**config.mk**
```make
export PLATFORM = sky130hd
export DESIGN_NAME = sisc_fetch
export DESIGN_NICKNAME = d
export VERILOG_FILES = /design/src/rtl/sisc_fetch.sv
export SDC_FILE = /design/constraint.sdc
export NUM_CORES = 1
export LEC_CHECK = 0
export ABC_AREA = 1
export BUFFER_PORTS_ARGS = -buffer_cell sky130_fd_sc_hd__buf_2
export CORE_MARGIN = 2
export CORE_UTILIZATION = 50
export DETAILED_ROUTE_END_ITERATION = 8
export PLACE_DENSITY_LB_ADDON = 0.08
export SLEW_MARGIN = 20
export SYNTH_ARGS = -nofsm -noshare
export SYNTH_HDL_FRONTEND = slang
export SYNTH_SLANG_ARGS = --single-unit
```
**constraint.sdc**
```tcl
create_clock -name clk -period 11.5 [get_ports clk]
set_input_delay 2.3 -clock clk [delete_from_list [all_inputs] [get_ports clk]]
set_output_delay 2.3 -clock clk [all_outputs]
set_load 0.01 [all_outputs]
```
**src/rtl/sisc_fetch.sv**
```systemverilog
// sisc_fetch: instruction prefetch unit with a 2-entry queue, one outstanding request and branch flush
module sisc_fetch (
    input  logic        clk,
    input  logic        rst_f,
    output logic        imem_req,
    output logic [15:0] imem_addr,
    input  logic        imem_ack,
    input  logic [31:0] imem_data,
    input  logic        ir_load,
    input  logic        br_taken,
    input  logic [15:0] br_addr,
    output logic [31:0] ir,
    output logic [3:0]  opcode,
    output logic [3:0]  mm,
    output logic [15:0] pc_out,
    output logic        q_valid
);
    typedef enum logic [1:0] {IDLE, REQ, DRAIN} state_t;
    state_t      state, state_n;
    logic [1:0]  count, count_n, widx;
    logic [15:0] fpc;
    logic [47:0] q [2];
    logic        push, pop, issue;

    assign opcode  = ir[31:28];
    assign mm      = ir[27:24];
    assign q_valid = count != 2'd0;

    // Next state, queue push/pop and request issue; a branch kills any push and the queue contents
    always_comb begin
        state_n = state;
        push    = 1'b0;
        issue   = 1'b0;
        case (state)
            IDLE: begin
                issue   = !br_taken && count != 2'd2;
                state_n = issue ? REQ : IDLE;
            end
            REQ: begin
                push    = imem_ack && !br_taken;
                state_n = imem_ack ? IDLE : (br_taken ? DRAIN : REQ);
            end
            DRAIN:   state_n = imem_ack ? IDLE : DRAIN;
            default: state_n = IDLE;
        endcase
        pop     = ir_load && !br_taken && count != 2'd0;
        count_n = br_taken ? 2'd0 : count + {1'b0, push} - {1'b0, pop};
        widx    = count - {1'b0, pop};
    end

    // State register
    always_ff @(posedge clk) begin
        if (rst_f) state <= IDLE;
        else       state <= state_n;
    end

    // Request, fetch pointer, queue occupancy and instruction register
    always_ff @(posedge clk) begin
        if (rst_f) begin
            imem_req  <= 1'b0;
            imem_addr <= 16'h0000;
            fpc       <= 16'h0000;
            count     <= 2'd0;
            ir        <= 32'h0;
            pc_out    <= 16'h0000;
        end else begin
            imem_req <= state_n != IDLE;
            count    <= count_n;
            if (issue) imem_addr <= fpc;
            if (br_taken)  fpc <= br_addr;
            else if (push) fpc <= imem_addr + 16'd1;
            if (pop) begin
                ir     <= q[0][47:16];
                pc_out <= q[0][15:0];
            end
        end
    end

    // Queue storage: head shifts on pop, new entry lands behind the surviving entries
    always_ff @(posedge clk) begin
        if (pop)  q[0]       <= q[1];
        if (push) q[widx[0]] <= {imem_data, imem_addr};
    end
endmodule

```
==> impl_metrics.py <==
metrics = {
    "outcome": {
        "outcome": "finished clean",
    },
    "layout": {
        "n_antenna_cell": 0,
        "fillers": 1257,
        "fin_cells": 1014,
        "fin_nets": 876,
        "area_growth_syn_to_layout_pct": 17.3,
        "post-route-util_pct": 59.8,
        "drive_gt1_share_pct": 19.8,
    },
    "placement": {
        "dpl.hpwl_um": 9300,
        "dp_cells": 982,
        "gp_congestion": 0.837,
        "placement.io_buffers": 126,
    },
    "route": {
        "via_per_inst": 4.97,
        "dr.pass1.iters": 5,
        "ant_nets": 0,
        "remaining_drc_errors": 0,
        "wl_per_cell_um": 14.2,
        "finalWirelength_um": 14400,
        "vias": 5042,
        "drt_iter0_markers": 458,
    },
    "logic_synthesis": {
        "syn_nets": 773,
        "synthTopCellsByArea": "edfxtp_1 41%, dfxtp_1 24%, o21ai_0 6.4%",
        "synth_edf_count": 96,
        "syn_area_um2": 7020,
        "synthSimpleGateAreaFrac_pct": 14.7,
        "seq_area_frac_synth_pct": 65.3,
        "yosys_most_used_dff": "edfxtp_1",
        "synth_fa_ha_area_share_pct": 0.357,
        "yosys_warnings": 0,
        "yosys.area.top_type": "edfxtp_1",
        "avgSynthCellArea_um2": 9.77,
        "synth_top_area_share_pct": 41.1,
        "synth_top_family_by_area": "simple AND/OR/NAND/NOR gates",
        "async_flop_share_pct": 0,
        "synth.mux.area_fraction_pct": 0,
        "synth_compound_area_share_pct": 11.9,
        "synth_common_cells": "116 x nor2_1, 108 x nand2_1, 96 x edfxtp_1, 90 x o21ai_0, 85 x dfxtp_1",
        "synth-seq-cells": 181,
        "synth_cell_types": 30,
        "synthXorXnorAreaFrac_pct": 0.624,
        "synth.most_common_cell": "nor2_1",
        "netlist_instances": 718,
    },
    "worst_setup_path": {
        "crit_cells": 6,
        "crit_type": "in -> reg",
        "max_stage_delay_ns": 0.89,
        "critPathArrivalTime_ns": 5.93,
        "cp.buffers_inverters": 2,
        "crit_family": "simple AND/OR/NAND/NOR gates",
        "crit_chain": "buf_2 > nor2_4 > inv_2 > nand2_2 > nand3_4 > nand2_4",
        "slowest_stage": "nand2_4",
        "r2r_cells": 8,
        "crit_fanout": 97,
        "rr_endpoint": "q[0][14]$_DFFE_PP_",
        "cp-endpoint": "q[0][14]$_DFFE_PP_",
        "rr_startpoint": "count[0]$_SDFF_PP0_",
        "startpoint_type": "primary input",
        "rrSetupSlack_ns": 7.10,
        "setup.worst_path.start": "br_taken",
        "worstPathRequired_ns": 11.55,
        "cp-end-kind": "flop",
    },
    "pwr": {
        "power_frac_comb_pct": 5.0,
        "leakagePower_nw": 3.64,
        "peakVddDrop_uv": 96.6,
        "seqPwrFrac_pct": 53.8,
        "p_switching_uw": 275,
        "p_clk_share_pct": 41.3,
        "p_int_mw": 1.04,
        "power.density_nw_per_um2": 159,
        "sw_frac_of_total_pct": 21.0,
    },
    "worst_hold_path": {
        "holdCritPathClass": "reg -> reg",
        "min_path_cells": 2,
    },
    "timing": {
        "hold_viol_final": 0,
        "rsz0062_at_grt": "no",
        "fin_crit_ns": 5.89,
        "final_max_slew_viol_count": 0,
        "fin_setup_tns_ns": 0,
        "slew-limit-headroom_pct": 32.0,
        "setup_viol": 0,
        "post-route-period-util_pct": 51.2,
        "fin_skew_ns": 0.00721,
        "hold_ws_ns": 0.464,
        "worst_slew_pin_slew_ns": 1.02,
        "fmax_ghz": 0.170,
    },
    "global_route": {
        "grt_max_degree": 98,
        "grt_usage_pct": 19.5,
        "met2_usage_pct": 31.1,
        "first_global_vias": 4708,
        "grt-busiest-layer": "met2",
        "grt_util_met3_pct": 4.41,
        "grt_antenna_before_repair": 0,
        "grt_overflow": 0,
        "grt_pass1_wl_um": 22600,
        "grt_util_met1_pct": 26.3,
    },
    "die": {
        "core_area_um2": 13800,
        "fp-row-count": 43,
        "fp.dieW_um": 122,
        "initial_utilization_pct": 51.0,
        "die-area_um2": 15000,
        "io-pin-count": 127,
        "die_y_um": 122,
    },
    "cts": {
        "clock_sinks": 181,
        "htreeDepth": 4,
        "post_cts_buffers": 0,
        "path_clk_slew_ns": 0.06,
        "cts.path.max_buffers": 2,
        "cts_tree": "done",
        "clk_latency_ns": 0.42,
        "clockRootBuffer": "clkbuf_16",
        "cts_made_buffers": 17,
        "post_cts_resized": 0,
        "cts_hold_buf": 0,
    },
    "flow_run": {
        "max_cap_violations": 0,
    },
}
==> state kept, by name, summed over array words and instances (netlist names) <==
name       cells
count          2
imem_addr     16
fpc           16
q             96
state          2
ir            32
imem_req       1
pc_out        16
==> worst min-delay path by stage <==
stage                          from              endpoint  slack (ns)
6_report       fpc[13]$_SDFFE_PP0P_  fpc[13]$_SDFFE_PP0P_        0.46
3_5_place_dp   fpc[13]$_SDFFE_PP0P_  fpc[13]$_SDFFE_PP0P_        0.46
4_1_cts        fpc[13]$_SDFFE_PP0P_  fpc[13]$_SDFFE_PP0P_        0.47
2_1_floorplan  fpc[10]$_SDFFE_PP0P_  fpc[10]$_SDFFE_PP0P_        0.44
3_3_place_gp   fpc[10]$_SDFFE_PP0P_  fpc[10]$_SDFFE_PP0P_        0.45
5_1_grt        fpc[13]$_SDFFE_PP0P_  fpc[13]$_SDFFE_PP0P_        0.48
==> logic make-up after synthesis <==
| logic type | after synthesis |
|---|---|
| and+or+nand+nor | 255 |
| DFF | 181 |
| AOI/OAI and AO/OA | 162 |
| buffers and inverters | 113 |
| xor gates and xnor gates | 5 |
| adders and majority gates | 2 |
==> worst register-to-register path, delay by kind of cell (launching register included) <==
kind | cells | cell delay, ns
buffers and inverters | 2 | 0.75
flip-flops | 1 | 0.40
AND/OR/NAND/NOR | 6 | 2.87
==> power by group through the flow <==
stage	sequential, mW	combinational [mW]	clock, mW
floorplan	0.718	0.0365	0
global placement	0.718	0.0633	0
detailed placement	0.719	0.0651	0
CTS	0.705	0.0655	0.548
global route	0.706	0.0741	0.575
finish	0.705	0.0650	0.541
==> cell type report <==
type	count	area [um2]	share of cell area [%]
sequential	181	4580	55.7
inverter	68	255	3.10
clock buffer	30	546	6.63
tap	180	225	2.74
clock inverter	2	13.8	0.167
multi-input combinational	424	1950	23.7
timing repair buffer	129	653	7.93
==> through the flow <==
step	instance area, um2	total power [mW]	setup slack [ns]
after global routing	8230	1.35	5.12
after CTS	8230	1.32	5.24
after detailed placement	7670	0.784	4.80
final	8230	1.31	5.61
after global placement	7670	0.782	4.91
after floorplan	7020	0.755	5.95
==> routing by layer <==
layer / vias to the layer above / wire [um] / part of all wire [%]
met4: 0 / 175 / 1.2
li1: 2580 / - / -
met2: 149 / 6680 / 46
met1: 2297 / 6710 / 47
met5: - / 0 / 0
met3: 16 / 832 / 5.8
==> layout by cell type, fill, tap and decap left out, types with 17 or more instances in the layout <==
cell type | netlist | layout
nand3_1 | 17 | 17
o21ai_1 | 31 | 31
dfxtp_1 | 85 | 85
edfxtp_1 | 96 | 96
nand2_1 | 108 | 107
nor2_1 | 116 | 116
o21ai_0 | 90 | 90
clkbuf_16 | 0 | 18
inv_1 | 66 | 66
buf_2 | 7 | 126
a21oi_1 | 29 | 28
Power figures use the tool's default switching activity.
